$ cat config.mk
export PLATFORM = sky130hd
export DESIGN_NAME = simon_controller_flat
export DESIGN_NICKNAME = d
export VERILOG_FILES = /design/src/rtl/simon_pkg.sv /design/src/rtl/simon_if.sv /design/src/rtl/simon_tick_timer.sv /design/src/rtl/simon_controller.sv /design/src/flat_wrapper.sv
export SDC_FILE = /design/constraint.sdc
export NUM_CORES = 1
export LEC_CHECK = 0
export BUFFER_PORTS_ARGS = -buffer_cell sky130_fd_sc_hd__buf_2
export CORE_UTILIZATION = 47
export CTS_CLUSTER_SIZE = 14
export DETAILED_ROUTE_END_ITERATION = 12
export PLACE_DENSITY = 0.72
export SYNTH_ARGS = -nofsm -noshare
export SYNTH_HDL_FRONTEND = slang
export SYNTH_SLANG_ARGS = --single-unit
$ cat constraint.sdc
create_clock -name clk -period 1.3 [get_ports clk]
set_input_delay 0.065 -clock clk [delete_from_list [all_inputs] [get_ports clk]]
set_output_delay 0.065 -clock clk [all_outputs]
set_load 0.1 [all_outputs]
$ cat src/rtl/simon_pkg.sv
// simon_pkg: shared state encoding and size defaults for the Simon game blocks.
package simon_pkg;
  typedef enum logic [1:0] {
    S_INPUT    = 2'b00,
    S_PLAYBACK = 2'b01,
    S_REPEAT   = 2'b10,
    S_DONE     = 2'b11
  } state_t;
  localparam int MAX_LEN_DEF    = 64;
  localparam int PLAY_TICKS_DEF = 4;
endpackage

$ cat src/rtl/simon_if.sv
// simon_if: controller-to-datapath control strobes and status flags.
interface simon_if;
  logic       next;
  logic       legal;
  logic       correct;
  logic       cont;
  logic       seq_ctr_inc;
  logic       pbrd_ctr_inc;
  logic       wr;
  logic       led;
  logic [1:0] state;
  modport master (input next, legal, correct, cont,
                  output seq_ctr_inc, pbrd_ctr_inc, wr, led, state);
  modport slave  (output next, legal, correct, cont,
                  input seq_ctr_inc, pbrd_ctr_inc, wr, led, state);
endinterface

$ cat src/rtl/simon_tick_timer.sv
// simon_tick_timer: PLAY_TICKS modulo counter pacing playback, pulses tc_o on terminal count.
module simon_tick_timer #(
  parameter int PLAY_TICKS = 4
) (
  input  logic clk,
  input  logic rst,
  input  logic clear_i,
  input  logic en_i,
  output logic tc_o
);
  localparam int W = $clog2(PLAY_TICKS);
  localparam logic [W-1:0] LAST = W'(PLAY_TICKS - 1);
  logic [W-1:0] tick_q, tick_d;
  assign tc_o = en_i & (tick_q == LAST);
  always_comb tick_d = (clear_i || tc_o) ? '0 : en_i ? tick_q + 1'b1 : tick_q;
  always_ff @(posedge clk or posedge rst)
    if (rst) tick_q <= '0;
    else     tick_q <= tick_d;
endmodule

$ cat src/rtl/simon_controller.sv
// simon_controller: Simon game control FSM sequencing entry, memory write, playback, repeat and game over.
module simon_controller
  import simon_pkg::*;
#(
  parameter int PLAY_TICKS = PLAY_TICKS_DEF,
  parameter int MAX_LEN    = MAX_LEN_DEF
) (
  input logic      clk,
  input logic      rst,
  simon_if.master  bus
);
  localparam int LW = $clog2(MAX_LEN + 1);
  state_t        state_q, state_d;
  logic [LW-1:0] len_q, len_d;
  logic          tc, play, clear, wr, seq_inc, pbrd_inc;
  assign play  = (state_q == S_PLAYBACK) || (state_q == S_DONE);
  assign clear = (state_d != state_q) && ((state_d == S_PLAYBACK) || (state_d == S_DONE));
  simon_tick_timer #(.PLAY_TICKS(PLAY_TICKS)) u_tick (
    .clk(clk), .rst(rst), .clear_i(clear), .en_i(play), .tc_o(tc)
  );
  // Strobes are gated by rst so they drop immediately even while inputs are still active.
  always_comb begin
    state_d  = state_q;
    len_d    = len_q;
    wr       = 1'b0;
    seq_inc  = 1'b0;
    pbrd_inc = 1'b0;
    if (!rst)
      unique case (state_q)
        S_INPUT:
          if (bus.next && bus.legal) begin
            wr      = 1'b1;
            seq_inc = 1'b1;
            len_d   = len_q + 1'b1;
            state_d = S_PLAYBACK;
          end
        S_PLAYBACK:
          if (tc) begin
            pbrd_inc = 1'b1;
            state_d  = bus.cont ? S_PLAYBACK : S_REPEAT;
          end
        S_REPEAT:
          if (bus.next && bus.legal) begin
            pbrd_inc = bus.correct;
            state_d  = !bus.correct ? S_DONE :
                       bus.cont ? S_REPEAT :
                       (len_q == LW'(MAX_LEN)) ? S_DONE : S_INPUT;
          end
        S_DONE: pbrd_inc = tc;
      endcase
  end
  always_ff @(posedge clk or posedge rst)
    if (rst) begin
      state_q <= S_INPUT;
      len_q   <= '0;
    end else begin
      state_q <= state_d;
      len_q   <= len_d;
    end
  assign bus.wr           = wr;
  assign bus.seq_ctr_inc  = seq_inc;
  assign bus.pbrd_ctr_inc = pbrd_inc;
  assign bus.led          = play;
  assign bus.state        = state_q;
endmodule
$ cat src/flat_wrapper.sv
// flat-port wrapper written by rule: the top's interface ports become plain ports
module simon_controller_flat import simon_pkg::*;
#(
  parameter int PLAY_TICKS = PLAY_TICKS_DEF,
  parameter int MAX_LEN    = MAX_LEN_DEF
)
  (clk, rst, bus_next, bus_legal, bus_correct, bus_cont, bus_seq_ctr_inc, bus_pbrd_ctr_inc, bus_wr, bus_led, bus_state);
  simon_if bus_i ();
  input logic clk;
  input logic rst;
  input wire logic [$bits(bus_i.next)-1:0] bus_next;
  input wire logic [$bits(bus_i.legal)-1:0] bus_legal;
  input wire logic [$bits(bus_i.correct)-1:0] bus_correct;
  input wire logic [$bits(bus_i.cont)-1:0] bus_cont;
  output wire logic [$bits(bus_i.seq_ctr_inc)-1:0] bus_seq_ctr_inc;
  output wire logic [$bits(bus_i.pbrd_ctr_inc)-1:0] bus_pbrd_ctr_inc;
  output wire logic [$bits(bus_i.wr)-1:0] bus_wr;
  output wire logic [$bits(bus_i.led)-1:0] bus_led;
  output wire logic [$bits(bus_i.state)-1:0] bus_state;
  assign bus_i.next = bus_next;
  assign bus_i.legal = bus_legal;
  assign bus_i.correct = bus_correct;
  assign bus_i.cont = bus_cont;
  assign bus_seq_ctr_inc = bus_i.seq_ctr_inc;
  assign bus_pbrd_ctr_inc = bus_i.pbrd_ctr_inc;
  assign bus_wr = bus_i.wr;
  assign bus_led = bus_i.led;
  assign bus_state = bus_i.state;
  simon_controller #(.PLAY_TICKS(PLAY_TICKS), .MAX_LEN(MAX_LEN)) u_core (.clk(clk), .rst(rst), .bus(bus_i));
endmodule
==> results of run 1 <==
-- worst min-delay path, delay by kind of cell --
kind	cells	cell delay, ns
buffers and inverters	1	0.11
AO/OA/AOI/OAI	2	0.14
-- layout by cell type (no fill, tap or decap), drive strengths merged, types with 3 or more instances in the layout --
cell	Yosys	final
buf	1	25
clkbuf	2	4
dfrtp	11	11
ha	3	3
inv	7	7
nand2	5	5
nand3	4	4
nor4	3	3
xor2	4	4
-- final cells by class --
cell class,instances,area share (%)
Sequential cell,11,26.5
Inverter,7,2.46
Clock buffer,4,2.46
Timing Repair Buffer,27,26.3
Tap cell,15,1.76
Multi-Input combinational cell,43,40.5
-- metrics by stage --
stage                     setup TNS (ns)  instance area [µm²]  cells  utilization [%]
final                             -0.788                 1070    107             81.9
after global routing               -1.00                 1070    107             81.9
after CTS                         -0.754                 1030    106             79.0
after detailed placement          -0.161                  890     96             68.4
after global placement           -0.0180                  890     96             68.4
after floorplan                    -2.96                  699     64                -
-- registers in the layout, summed over array words and instances, names as in the netlist --
name / count
u_core.len_q: 7
u_core.bus.state: 2
u_core.u_tick.tick_q: 2
-- cell families (layout without fill, tap and decap cells) --
group	after synthesis	in the layout	synth area share [%]
AOI/OAI and AO/OA	10	10	12.1
xor gates and xnor gates	6	6	7.95
buffers and inverters	10	38	6.25
and+or+nand+nor	23	23	24.6
muxes	1	1	1.70
adders and majority gates	3	3	5.68
DFF	11	11	41.7
-- metal layers --
layer	vias to the layer above	part of all wire, %
met3	2	3.7
met4	0	1.6
met5	-	0
met2	16	53
met1	310	41
li1	287	-
-- where the power goes --
group | internal [mW] | leakage, nW | switching, mW | total [mW]
Combinational | 0.633 | 0.358 | 0.907 | 1.54
Clock | 0.119 | 0.0150 | 0.124 | 0.244
Sequential | 0.488 | 0.132 | 0.120 | 0.609
Total | 1.24 | 0.505 | 1.15 | 2.39
-- how the worst max path moves through the flow --
stage                                to                start  cells past startpoint  slack [ns]
floorplan                        bus_wr  u_core.bus.state[1]                      3       -0.68
global placement       bus_pbrd_ctr_inc  u_core.bus.state[0]                      3       -0.02
detailed placement  u_core.bus.state[0]      u_core.len_q[2]                      3       -0.07
CTS                    bus_pbrd_ctr_inc  u_core.bus.state[0]                      3       -0.25
global route           bus_pbrd_ctr_inc  u_core.bus.state[0]                      3       -0.28
finish                 bus_pbrd_ctr_inc  u_core.bus.state[1]                      4       -0.25
-- repair_timing --
| item | CTS | global route |
|---|---|---|
| setup endpoints to repair | 9 | 15 |
| hold buffers | 1 | 1 |
| endpoints found under the hold margin | 11 | 1 |
| pin swaps | 9 | 5 |
| gates resized for setup | 11 | 7 |
| buffers inserted | 5 | 1 |
==> impl_metrics.yaml, run 1 <==
status:
  outcome: "finished with violations"
  violations: "negative setup slack"
power_and_ir_drop:
  leakagePower_nw: 0.505
  power.density_nw_per_um2: 2240
  ir_worst_vdd_v: 0.00152
  p_total_mw: 2.39
cells_and_area:
  layout-drive-gt1-share_pct: 46.7
  final-seq-area_um2: 283
  multi_input_area_um2: 432
  area_delta_synth_final_pct: 61.4
  fin_nets: 102
  fillerInstances: 75
  antenna_cells: 0
logic_synthesis:
  synth_edf_count: 0
  synth_ff_type: "dfrtp_1"
  synth_warnings: 0
  syn_area_um2: 661
  ys_top_cells_by_count: "11 x dfrtp_1, 7 x inv_1, 5 x nand2_1"
  ys_ff_latch: 11
  synthTopCellsByArea: "dfrtp_1 42%, ha_1 5.7%, xor2_1 5.3%"
  synth_fp_nets: 73
  synthArstFlopShare_pct: 100
  syn_inst: 64
  synth_largest_area_cell: "dfrtp_1"
  yosysMostFrequentCell: "dfrtp_1"
  synth_top_area_share_pct: 41.7
  avgSynthCellArea_um2: 10.3
  synth.distinct_cells: 31
  seq_area_frac_synth_pct: 41.7
grt:
  grt_max_degree: 12
  grt_busiest_layer: "met2"
  grtUsageTotal_pct: 24.5
  globalRoute.totalOverflow: 0
  gr-usage-met1_pct: 27.0
  use_met2_pct: 43.9
  grt_pass1_wl_mm: 2.46
  antenna_found_initial: 0
  met3_usage_pct: 8.52
  grt_pass1_vias: 575
critical_path:
  reg2reg_depth: 4
  slowest_stage: "dfrtp_4"
  timing.rr.start: "u_core.bus.state[1]"
  cp.buffers_inverters: 1
  endpoint_kind: "primary output"
  crit_required_ns: 1.24
  cpPeakStageDelay_ns: 0.44
  critPathArrivalTime_ns: 1.48
  path_class: "flip-flop to primary output"
  r2r_slack_ns: -0.09
  start_kind: "flip-flop"
  r2r_end: "u_core.len_q[1]"
  crit_family: "flip-flops"
  crit_chain: "nand2_1 > or3_4 > a21oi_4 > buf_12"
  cp_max_fo: 4
floorplanning:
  boundaryPins: 12
  core_area_um2: 1300
  rows: 13
  die_x_um: 39.5
  dieArea_um2: 1560
  dieHeight_um: 39.5
  initial_core_util_pct: 50.8
clock_tree:
  cts_buffers: 3
  clk_latency_ns: 0.28
  cts_tree: "built"
  cts_root_buffer: "clkbuf_4"
  cts.htree.levels: 1
  cts_sinks: 11
  clk_path_buf_depth: 2
  clk_pin_slew_worst_paths_ns: 0.08
place:
  dpl.hpwl_mm: 1.06
  port_buffers: 11
  place_congestion: 0.818
  pre_cts_ws_ns: -0.0744
hold_path:
  hold_end: "u_core.bus.state[0]"
  min_from: "bus_cont"
  hp-class: "input pin to flip-flop"
  min_path_cells: 3
sta:
  clock_skew_ns: 0.0108
  period_share_pct: 119
  fin_ws_ns: -0.248
  hold_ws_ns: 0.0746
  slew_headroom_pct: 80.9
  period_minus_slack_ns: 1.55
  grt_setup_unrepaired: "yes"
  clock.fmax_ghz: 0.646
  setup_viol: 5
  finalHoldViolations: 0
  worst_slew_pin_slew_ns: 0.283
  slew_violations: 0
detailed_routing:
  final_antenna_net_count: 0
  drcViolationCount: 0
  dr.pass1.iters: 4
  dr_total_vias: 615
  post_drt_via_cell_ratio: 5.75
  wl_per_cell_um: 15.6
  routed_wl_mm: 1.67
  drt-initial-drc-count: 10
flow_run:
  maxCapViolCount: 0
No activity file was read; power rests on OpenSTA's default activity.
==> inputs of run 2 (changes only) <==
CORE_AREA = 2 2 39 41   (was unset)
CORE_UTILIZATION = unset   (was 47)
DIE_AREA = 0 0 41 43   (was unset)
clock period = 1.99 ns   (was 1.3 ns; I/O delays follow)
==> impl_metrics.yaml, run 2 (synthesis results as in run 1) <==
status:
  outcome: "complete, no violations"
detailed_routing:
  drcViolationCount: 0
  drt-initial-drc-count: 17
  dr.pass1.iters: 4
  post_drt_via_cell_ratio: 5.74
  wl_per_cell_um: 13.8
  routed_wl_mm: 1.28
  dr_total_vias: 534
  final_antenna_net_count: 0
grt:
  grt_pass1_wl_mm: 2.08
  grt_max_degree: 16
  grt_pass1_vias: 470
  grtUsageTotal_pct: 17.4
  globalRoute.totalOverflow: 0
  antenna_found_initial: 0
critical_path:
  critPathArrivalTime_ns: 1.85
  crit_required_ns: 1.89
  cpPeakStageDelay_ns: 0.55
  cp_max_fo: 15
  path_class: "flip-flop to primary output"
  slowest_stage: "dfrtp_4"
  start_kind: "flip-flop"
  endpoint_kind: "primary output"
  crit_chain: "or3_1 > a21oi_4 > buf_2"
sta:
  clock_skew_ns: 0.00724
  clock.fmax_ghz: 0.514
  period_minus_slack_ns: 1.95
  tns_ns: 0
  setup_viol: 0
  finalHoldViolations: 0
  grt_setup_unrepaired: "no"
  hold_ws_ns: 0.0299
  slew_violations: 0
  slew_headroom_pct: 67.9
  period_share_pct: 97.8
  worst_slew_pin_slew_ns: 0.485
power_and_ir_drop:
  p_switching_mw: 0.654
  intPower_mw: 0.585
  ir_worst_vdd_v: 0.000665
  pwr-share-seq_pct: 35.3
  power.density_nw_per_um2: 1580
  swShare_pct: 52.8
  leakagePower_nw: 0.366
  p_comb_share_pct: 51.6
  power_frac_clock_pct: 13.2
floorplanning:
  dieHeight_um: 43
  dieArea_um2: 1760
  die_x_um: 41
  boundaryPins: 12
  rows: 14
  core_area_um2: 1380
  initial_core_util_pct: 47.7
hold_path:
  hp-class: "input pin to flip-flop"
clock_tree:
  clk_pin_slew_worst_paths_ns: 0.08
  cts_root_buffer: "clkbuf_4"
  cts.htree.levels: 1
  clk_latency_ns: 0.28
  cts_sinks: 11
  cts_buffers: 3
  cts_tree: "built"
  cts.repair.resized: 0
  clk_path_buf_depth: 2
cells_and_area:
  final_area_um2: 785
  final_cell_mix: "11 x buf_2, 9 x dfrtp_1, 7 x inv_1"
  area_delta_synth_final_pct: 18.7
  antenna_cells: 0
  final_common_cell: "buf_2"
  regMostFlops: "u_core.len_q"
  largest_reg_flops: 7
  layout-drive-gt1-share_pct: 31.2
  fin_nets: 87
place:
  dpl.hpwl_um: 932
  place_area_um2: 748
  place_congestion: 0.797
  port_buffers: 11
flow_run:
  maxCapViolCount: 0
## run 2: changes by cell type in the layout (fill, tap and decap cells not counted), sizes merged
| cell | delta |
|---|---|
| dlygate4sd3 | -1 |
| buf | -14 |
## run 2: per-stage QoR
step	util (%)	total power, mW	worst slack, ns	instances
after floorplan	-	0.966	0.00958	64
after global placement	54.1	1.05	0.369	88
after detailed placement	54.1	1.07	0.354	88
after CTS	56.7	1.24	0.0463	93
after global routing	56.7	1.31	0.00512	93
final	56.7	1.24	0.0442	93
## run 2: cell type report
type,instances,area (µm²)
inverter,7,26.3
clock buffer,4,26.3
fill,124,599
timing repair buffer,12,65.1
sequential,11,283
multi-input combinational,43,364
tap,16,20.0
## run 2: power by group through the flow
stage               clock network, mW  registers, mW  logic [mW]
finish                          0.163          0.437       0.639
global route                    0.176          0.451       0.684
CTS                             0.163          0.434       0.642
detailed placement                  0          0.439       0.633
global placement                    0          0.432       0.622
floorplan                           0          0.545       0.420
## run 2: repair_timing
item / in CTS / in global routing
hold buffers: 1 / 0
buffers inserted: 0 / 0
hold endpoints to repair: 11 / 0
## run 2: critical path, delay by kind of cell, from the launching register on
kind            cells  cell delay, ns
flops               1            0.55
compound gates      1            0.15
buf+inv             1            0.43
simple gates        1            0.44
## run 2: path summary, 6_finish.rpt
| check | startpoint | endpoint | slack (ns) | depth (start not counted) |
|---|---|---|---|---|
| max | u_core.bus.state[0] | bus_pbrd_ctr_inc | 0.04 | 3 |
| min in group asynchronous | rst | u_core.bus.state[0] | 0.40 | 3 |
| min reg2reg | u_core.len_q[6] | u_core.len_q[6] | 0.47 | 1 |
| min | bus_correct | u_core.bus.state[1] | 0.03 | 2 |
| max in group asynchronous | rst | u_core.bus.state[1] | 1.25 | 3 |
| max reg2reg | u_core.bus.state[0] | u_core.len_q[1] | 0.57 | 3 |
## run 2: routing by layer
metal,global-route usage [%],wire length (µm),share of wire [%],vias up
li1,-,-,-,260
met1,26.4,639,50,260
met2,22.2,574,45,11
met3,4.71,42,3.3,3
met4,8.00,24,1.9,0
met5,0,0,0,-
